## src/rtl/comb_check_pkg.sv

```systemverilog
// Shared types and elaboration-time helpers for the combinational sweep checker.
// Imported by the checker top and its vector/settle counter.
package comb_check_pkg;

    typedef enum logic [1:0] {
        IDLE   = 2'd0,
        DRIVE  = 2'd1,
        SAMPLE = 2'd2,
        DONE   = 2'd3
    } state_t;

    localparam int MAX_N_IN = 6;

    // Width of a full truth table for an n-input function.
    function automatic int table_width(input int n);
        return 1 << n;
    endfunction

    // The settle counter only has to reach SETTLE-1; kept at least one bit wide.
    function automatic int settle_width(input int settle);
        int w;
        w = $clog2(settle + 1);
        return (w < 1) ? 1 : w;
    endfunction

endpackage

```

## src/rtl/sweep_counter.sv

```systemverilog
// Vector counter with a per-vector settle sub-counter for the sweep checker.
// Produces the DUT input vector, a sample strike and a last-vector flag.
module sweep_counter
    import comb_check_pkg::*;
#(
    parameter int N_IN   = 4,
    parameter int SETTLE = 1
) (
    input  logic            clk,
    input  logic            rst_n,
    input  logic            clear,
    input  logic            settle_en,
    input  logic            sample_en,
    output logic [N_IN-1:0] vec,
    output logic            sample_strike,
    output logic            settle_done,
    output logic            last_vec
);

    localparam int SW = settle_width(SETTLE);
    localparam logic [SW-1:0] SETTLE_LAST = SW'(SETTLE - 1);

    logic [SW-1:0] settle_q;

    assign settle_done   = settle_en && (settle_q == SETTLE_LAST);
    assign sample_strike = sample_en;
    assign last_vec      = (vec == {N_IN{1'b1}});

    // Termination comes from the all-ones compare, so the counter never wraps.
    always_ff @(posedge clk or negedge rst_n) begin
        if (!rst_n) begin
            vec      <= '0;
            settle_q <= '0;
        end else if (clear) begin
            vec      <= '0;
            settle_q <= '0;
        end else begin
            if (settle_en) begin
                settle_q <= settle_done ? '0 : settle_q + 1'b1;
            end
            if (sample_en && !last_vec) begin
                vec <= vec + 1'b1;
            end
        end
    end

endmodule

```

## config.mk

```make
export PLATFORM = sky130hd
export DESIGN_NAME = sweep_counter
export DESIGN_NICKNAME = d
export VERILOG_FILES = /design/src/rtl/comb_check_pkg.sv /design/src/rtl/sweep_counter.sv
export SDC_FILE = /design/constraint.sdc
export NUM_CORES = 1
export LEC_CHECK = 0
export BUFFER_PORTS_ARGS = -buffer_cell sky130_fd_sc_hd__buf_4
export CAP_MARGIN = 10
export CORE_AREA = 4 4 41 43
export CTS_BUF_LIST = sky130_fd_sc_hd__clkbuf_8
export DETAILED_ROUTE_END_ITERATION = 16
export DIE_AREA = 0 0 45 47
export HOLD_SLACK_MARGIN = 0.03
export SLEW_MARGIN = 15
export SYNTH_ARGS = -nofsm -noshare
export SYNTH_HDL_FRONTEND = slang
export SYNTH_SLANG_ARGS = --single-unit
```

## constraint.sdc

```tcl
create_clock -name clk -period 2 [get_ports clk]
set_input_delay 0.1 -clock clk [delete_from_list [all_inputs] [get_ports clk]]
set_output_delay 0.1 -clock clk [all_outputs]
set_load 0.005 [all_outputs]
```

# Yosys cells after proc, flatten, opt, wreduce, memory -nomap -nowiden
# Cells that the tools add are included.
# totals
rom_bits	0
memories	0
latch_bits	0
input_bits	5
word_cells	16
mem_bits_rw	0
regBits	5
# op_classes
bitwise	1
div	0
n_addsub	2
n_mul	0
reduce_logical	5
shift	0
n_lt_le_gt_ge	0
n_eq_ne	1
mux	5
# op_table
operator	n
$mux 4	2
$add 4x1->4 const B	1
$eq 4x4->1 const B	1
$reduce_bool 2->1	2
$mux 1	3
$logic_and 1x1->1	2
$add 1x1->1 const B	1
$logic_not 1->1	1
$not 1->1	1

# Longest topological paths before layout
# Gate-level depths: netlist of run 1.
# logic_depth
word_depth	5
ltp_mapped	4

# Worst setup path after synthesis of run 1
# Ideal clock, no wire load.
# synth_path
path_type	register to register
start	register vec[0]
end	register vec[0]
setup_time_ps	125
t_required_ps	1875
synth_period_minus_slack_ps	1333
arrival_time_ps	1208
n_path_buf	0
path_stages_with_launch	5
slack_ps	667
cell_sequence	dfrtp_1 -> ha_1 -> and3_4 -> nor2b_4 -> mux2_4
# synth_via
elab_chain_len	4
word_cells_on_any_way	7
cone_classes	1 x add/sub; 1 x eq/ne; 2 x mux; 3 x reduce/logical
# synth_rtl
element	line_no	source
start, declared	sweep_counter.sv:14	output logic [N_IN-1:0] vec,
start signal, assigned	sweep_counter.sv:42	vec <= vec + 1'b1;
$eq 4x4->1	sweep_counter.sv:27	assign last_vec = (vec == {N_IN{1'b1}});
named net last_vec	sweep_counter.sv:17	output logic last_vec
$logic_not 1->1	sweep_counter.sv:41	if (sample_en && !last_vec) begin
$logic_and 1x1->1	sweep_counter.sv:41	
$reduce_bool 2->1 (no source line)	n/a	
# The timed path passes the listed nets, and every way through them passes these cells. The select of a mux whose other input is x is not followed.
# A chain may end at the register's enable or synchronous reset.

# Worst setup path in the final report of run 1
# layout_path
start	register vec[0]
end	register vec[0]
# layout_via
elab_chain_len	4
word_cells_on_any_way	7
cone_classes	1 x add/sub; 1 x eq/ne; 2 x mux; 3 x reduce/logical
# layout_rtl
element
branches (longest 4 deep; another with $add 4x1->4)
# Several ways; the timed one is not identified. The select of a mux whose other input is x is not followed.

==> results of run 1 <==
-- state kept, by name (all words and copies together) (netlist names) --
register  count
vec           4
settle_q      1
-- worst min path at each step --
stage                                end  slack (ns)  cells past startpoint
finish              settle_q$_DFFE_PN0P_        0.05                      2
global route        settle_q$_DFFE_PN0P_        0.06                      2
CTS                 settle_q$_DFFE_PN0P_        0.05                      2
detailed placement    vec[1]$_DFFE_PN0P_       -0.09                      1
global placement      vec[1]$_DFFE_PN0P_       -0.09                      1
floorplan           settle_q$_DFFE_PN0P_       -0.20                      0
-- power by group through the flow --
stage / Sequential, uW / Combinational (uW) / Clock [uW]
floorplan: 111 / 15.2 / 0
global placement: 111 / 36.3 / 0
detailed placement: 112 / 35.5 / 0
CTS: 110 / 37.3 / 189
global route: 111 / 40.4 / 199
finish: 111 / 36.6 / 183
-- cells in the final DEF, fill, tap and decap left out --
master          n
a21oi_1         2
and3_4          1
and4b_2         1
buf_4          11
clkbuf_8        3
dfrtp_1         5
dlygate4sd3_1   1
ha_1            1
inv_1           1
mux2_4          1
mux2i_1         1
nand2b_1        2
nand4_1         1
nor2_1          1
nor2b_1         2
nor2b_4         1
nor3_1          1
nor3b_1         1
o21ai_0         1
or2_0           1
-- logic make-up after synthesis --
logic type | share of synthesized area
AOI/OAI and AO/OA | 0.0545
muxes | 0.0909
buffers and inverters | 0.0273
and+or+nand+nor | 0.327
adders and majority gates | 0.0454
DFF | 0.455
-- critical path, delay by kind of cell (launching register included) --
family	cells	cell delay, ns
adder cells (fa/ha/maj)	1	0.25
flip-flops	1	0.41
multiplexers	1	0.31
AND/OR/NAND/NOR	2	0.31
-- layer usage --
| layer | vias up | GRT usage | part of all wire |
|---|---|---|---|
| met4 | 0 | 0.0351 | 0.014 |
| met5 | - | 0 | 0 |
| met2 | 11 | 0.0932 | 0.40 |
| li1 | 114 | - | - |
| met3 | 2 | 0.0575 | 0.12 |
| met1 | 111 | 0.0805 | 0.47 |
-- per-stage QoR --
stage	utilization	instances	cell area [um2]	hold slack [ns]
floorplan	-	24	275	-0.196
global placement	0.284	49	369	-0.0938
detailed placement	0.284	49	369	-0.0938
CTS	0.326	54	424	0.0502
global route	0.326	54	424	0.0594
finish	0.326	54	424	0.0514
-- layout make-up --
cell class,instances,area [um2],share of cell area
Timing Repair Buffer,12,92.6,0.218
Multi-Input combinational cell,18,143,0.336
Sequential cell,5,125,0.295
Tap cell,15,18.8,0.0442
Clock inverter,1,3.75,0.00885
Clock buffer,3,41.3,0.0973
-- timing repair --
| item | 4_1_cts | 5_1_grt |
|---|---|---|
| setup buffers | 0 | 0 |
| hold endpoints to repair | 5 | 0 |
| hold buffers | 1 | 0 |
| resized for setup | 0 | 0 |
==> key figures, run 1 <==
Min path
  • Hold Crit Start: settle_en
  • Tightest Hold Check Type: input pin to flop

Synthesis
  • Yosys reg bits: 5
  • Post-synth ARST share: 1.00
  • Synth top area cells: dfrtp_1 45%, mux2_4 5.5%, nor2b_4 5.0%, ha_1 4.5%, nand2b_1 4.5%
  • Ys flop type: dfrtp_1
  • Post-synth top area share: 0.455
  • Post-synth EDFFs: 0
  • Seq/Total Area, Yosys: 0.455
  • Commonest cells post-synth: 5 x dfrtp_1, 2 x a21oi_1, 2 x nand2b_1, 2 x nor2b_1
  • Area leader, netlist: dfrtp_1
  • Synth warnings: 0
  • Most common cell in the netlist: dfrtp_1
  • Syn_nets: 30
  • Count of cell types in the netlist: 17
  • Mean Syn Cell Area: around 11 um2
  • Area of the mapped netlist: around 280 um2
  • Syn Inst Count: 24

Clock network
  • CTS clk-pin slew, worst paths: 0.04 ns
  • CTS Sinks: 5
  • Num CTS Buffers: 3
  • Clock buffer depth: 2
  • CTS tree: built
  • Root buf cell: clkbuf_8
  • Clock latency on the worst-skew pair: roughly 0.22 ns
  • H-tree depth: 1

Setup path
  • End of the worst register-to-register path: vec[0]$_DFFE_PN0P_
  • Crit path required time: 2.10 ns
  • Register-to-Register Path Depth: 4
  • Reg-to-reg setup timing slack: 0.60 ns
  • R2r startpoint: vec[0]$_DFFE_PN0P_
  • Setup CP Type: flop to flop
  • CP arrival: 1.50 ns
  • Critical path capture point type: flop
  • Crit-path cells: ha_1 -> and3_4 -> nor2b_4 -> mux2_4
  • Slowest cell on crit path: dfrtp_1
  • Worst setup path start: vec[0]$_DFFE_PN0P_
  • Worst setup path endpoint: vec[0]$_DFFE_PN0P_
  • CP Max Fanout: 5
  • Startpoint types: flop
  • Crit path largest cell delay: 0.41 ns

Floorplanning
  • I/O pin count: 12
  • Die width: about 45 um
  • Die area: 0.00212 mm2
  • Initial core utilization: 0.212
  • Std-Cell Rows: 13
  • Die height: 47 um
  • Total core area: 0.00130 mm2

Route
  • Residual DRC: 0
  • WL final: 622 um
  • DR WL/cell: 11.5 um
  • Vias per cell: about 4.4
  • Iter 0 DRT Violations: 2
  • Vias: 238
  • Antenna Violating Nets Remaining: 0
  • DRT Pass-1 Iters: 2

STA
  • Setup_tns: 0 ns
  • Least-Margin Pin Slew: 0.205 ns
  • Post-route setup slack: between 0.6 and 0.7 ns
  • Slew margin rel.: 0.863
  • Final number of setup-violating endpoints: 0
  • Hold Vio Cnt, Final: 0
  • FMAX: 714 MHz
  • Worst-case clock skew: 0.00400 ns
  • Period utilization: 0.700
  • Final slew viol count: 0
  • RSZ-0062 raised after global routing: no
  • Clock period minus worst slack: 1.40 ns

Place
  • HPWL Detailed: about 470 um
  • Port-buffer cells: 11
  • Gpl congestion: about 0.67
  • Post-place setup slack: 0.612 ns

Power and ir drop
  • Worst IR Drop VDD: ~0.53 mV
  • Leakage: 0.000213 uW
  • Sequential share of power: 0.335
  • Internal: 260 uW
  • Sw Share: 0.212
  • Sw power: about 70 uW
  • Design Power: 330 uW
  • Clock power frac: 0.554
  • Pwr Density: approximately 800 mW/mm2
  • Combinational share of power: 0.111

Global routing
  • Total track usage: 0.0706
  • Vias in the first global route: 220
  • Final global-route overflow total: 0
  • First-pass GRT wire length: roughly 980 um
  • Initial antenna violation count: 0
  • Pin count of the biggest net entering global routing: 8

Final layout
  • Area grow syn2layout: 54.1%
  • Fill count: around 150
  • Share of layout cells above drive strength 1: 0.462
  • Ant diodes: 0
  • Layout Nets: 46

Run
  • Max-cap violations: 0

Run status
  • Status: complete, no violations
Note: power is estimated with default switching activity, not from simulation.
==> run 2: changes to the inputs <==
==> constraint.sdc (replaced) <==
create_clock -name clk -period 1.4 [get_ports clk]
set_input_delay 0.07 -clock clk [delete_from_list [all_inputs] [get_ports clk]]
set_output_delay 0.07 -clock clk [all_outputs]
set_load 0.005 [all_outputs]
==> run 2 against run 1 <==
Compared with the run above: critical path depth did not move; cell count rose by 5.6%; clock power up 42%; fmax up 5.9%; largest cell class unchanged; global-route usage increased by 0.16 points.
==> key figures, run 2 (synthesis gave the netlist of run 1 again) <==
Run status
  • Status: complete, no violations

Min path
  • Hold Crit Endpoint: vec[3]$_DFFE_PN0P_
  • Hold Crit Start: clear
  • Tightest Hold Check Type: input pin to flop
  • Hold Crit Depth: 2 (unchanged)

Setup path
  • R2r startpoint: vec[0]$_DFFE_PN0P_
  • Critical path capture point type: flop
  • CP arrival: 1.42 ns (-0.08 ns)
  • Crit path required time: 1.50 ns (-0.60 ns)
  • Crit path largest cell delay: 0.37 ns (-0.04 ns)
  • Reg-to-reg setup timing slack: 0.08 ns (-0.52 ns)
  • Startpoint types: flop
  • Setup CP Type: flop to flop
  • CP Max Fanout: 3 (-2)
  • Register-to-Register Path Depth: 4 (unchanged)
  • Slowest cell on crit path: dfrtp_1
  • End of the worst register-to-register path: vec[0]$_DFFE_PN0P_
  • Crit-path cells: ha_1 -> and3_4 -> nor2b_4 -> mux2_4

Power and ir drop
  • Leakage: 0.000227 uW (+6.9%)
  • Combinational share of power: 0.138 (+0.027)
  • Clock power frac: 0.541 (-0.013)
  • Sequential share of power: 0.321 (-0.014)
  • Pwr Density: 1070 mW/mm2 (+37%)
  • Worst IR Drop VDD: 0.478 mV (-10%)
  • Sw Share: 0.209 (-0.00320)
  • Design Power: 480 uW (+45%)
  • Internal: 380 uW (+46%)
  • Sw power: 100 uW (+43%)

Final layout
  • Commonest non-fill, non-tap cell in the layout: buf_4
  • Commonest cells after routing, fill and taps aside: 13 x buf_4, 5 x dfrtp_1, 3 x clkbuf_8
  • Final Non-Filler Cells: 57 (+5.6%)
  • Ant diodes: 0 (unchanged)
  • Max reg flops: 4 (unchanged)
  • Layout Nets: 49 (+6.5%)
  • Top reg by flops: vec
  • Biggest regs: vec x4, settle_q x1
  • Area grow syn2layout: 63.2%
  • Share of layout cells above drive strength 1: 0.476 (+0.0147)

STA
  • Final slew viol count: 0 (unchanged)
  • Final number of setup-violating endpoints: 0 (unchanged)
  • Post-route setup slack: 0.0784 ns (-0.522 ns)
  • Worst-case clock skew: 0.000214 ns (-0.00378 ns)
  • Period utilization: 0.944 (+0.244)
  • Clock period minus worst slack: 1.32 ns (-0.0783 ns)
  • Setup_tns: 0 ns (unchanged)
  • RSZ-0062 raised after global routing: no
  • Hold Vio Cnt, Final: 0 (unchanged)
  • Slew margin rel.: 0.893 (+0.0306)
  • Min Hold Slack: 0.0610 ns (+0.00957 ns)
  • FMAX: 757 MHz (+5.9%)
  • Least-Margin Pin Slew: 0.160 ns (-0.0458 ns)

Global routing
  • Total track usage: 0.0722 (+0.00164)
  • First-pass GRT wire length: 1080 um (+9.9%)
  • Initial antenna violation count: 0 (unchanged)
  • Pin count of the biggest net entering global routing: 8 (unchanged)
  • Vias in the first global route: 253 (+15%)
  • Final global-route overflow total: 0 (unchanged)

Route
  • WL final: 611 um (-1.8%)
  • Iter 0 DRT Violations: 0 (-2)
  • Vias: 237 (-0.42%)
  • DRT Pass-1 Iters: 1 (-1)
  • DR WL/cell: 10.7 um (-6.9%)
  • Vias per cell: 4.16 (-5.7%)
  • Antenna Violating Nets Remaining: 0 (unchanged)
  • Residual DRC: 0 (unchanged)

Clock network
  • Clock latency on the worst-skew pair: 0.22 ns (about the same)
  • CTS tree: built
  • H-tree depth: 1 (unchanged)
  • Cts repair resizes: 0 (unchanged)
  • Post-CTS setup buffers: 0 (unchanged)
  • CTS Sinks: 5 (unchanged)
  • Clock buffer depth: 2 (unchanged)
  • Root buf cell: clkbuf_8
  • CTS clk-pin slew, worst paths: 0.04 ns (about the same)
  • Num CTS Buffers: 3 (unchanged)

Floorplanning
  • I/O pin count: 12 (unchanged)
  • Total core area: 0.00130 mm2 (unchanged)
  • Die height: 47 um (unchanged)
  • Std-Cell Rows: 13 (unchanged)
  • Die width: 45 um (unchanged)
  • Die area: 0.00212 mm2 (unchanged)
  • Initial core utilization: 0.212 (unchanged)

Place
  • Gpl congestion: 0.626 (-5.9%)
  • Post-place setup slack: 0.0688 ns (-0.543 ns)
  • Dpl cells: 51 (+4.1%)
  • Port-buffer cells: 11 (unchanged)

Run
  • Max-cap violations: 0 (unchanged)
[run 2: cell count changes in the layout (fill, tap and decap cells not counted), sizes merged]
cell	delta
dlygate4sd3	+1
buf	+2
[run 2: area by class of cell]
cell class,instances,area [um2]
fillers,140,852
multi-input cells,18,143
flip-flops and latches,5,125
repair buffers,15,118
clock buffers,3,41.3
well taps,15,18.8
clock inverters,1,3.75
[run 2: power by group through the flow]
stage | logic (uW) | registers [uW] | clock network, uW
2_1_floorplan | 21.7 | 159 | 0
3_3_place_gp | 62.7 | 156 | 0
3_5_place_dp | 62.6 | 156 | 0
4_1_cts | 67.3 | 154 | 267
5_1_grt | 72.3 | 155 | 275
6_report | 66.3 | 154 | 260
[run 2: how the worst max path moves through the flow]
| stage | from | end | cells past startpoint |
|---|---|---|---|
| finish | vec[0]$_DFFE_PN0P_ | vec[0]$_DFFE_PN0P_ | 4 |
| global route | vec[0]$_DFFE_PN0P_ | vec[0]$_DFFE_PN0P_ | 4 |
| CTS | vec[0]$_DFFE_PN0P_ | vec[0]$_DFFE_PN0P_ | 4 |
| detailed placement | vec[0]$_DFFE_PN0P_ | vec[0]$_DFFE_PN0P_ | 4 |
| global placement | vec[0]$_DFFE_PN0P_ | vec[0]$_DFFE_PN0P_ | 4 |
| floorplan | vec[0]$_DFFE_PN0P_ | vec[0]$_DFFE_PN0P_ | 4 |
[run 2: worst max-delay path, delay by kind of cell (launching register included)]
kind	cells	cell delay, ns
flops	1	0.37
fa+ha+maj	1	0.22
simple gates	2	0.30
mux	1	0.31
[run 2: layer usage]
| metal | GRT usage | vias to the layer above | part of all wire |
|---|---|---|---|
| met4 | 0.0526 | 0 | 0 |
| met5 | 0 | - | 0 |
| met3 | 0.0307 | 0 | 0.11 |
| met2 | 0.0989 | 9 | 0.44 |
| met1 | 0.0899 | 107 | 0.45 |
| li1 | - | 121 | - |
[run 2: repair_timing]
item / CTS / global route
endpoints found under the hold margin: 6 / 0
setup endpoints to repair: 0 / 0
hold buffers: 2 / 0
[run 2: stage by stage]
stage | utilization | cell area (um2)
after detailed placement | 0.295 | 384
after CTS | 0.345 | 449
after floorplan | - | 275
final | 0.345 | 449
after global placement | 0.295 | 384
after global routing | 0.345 | 449
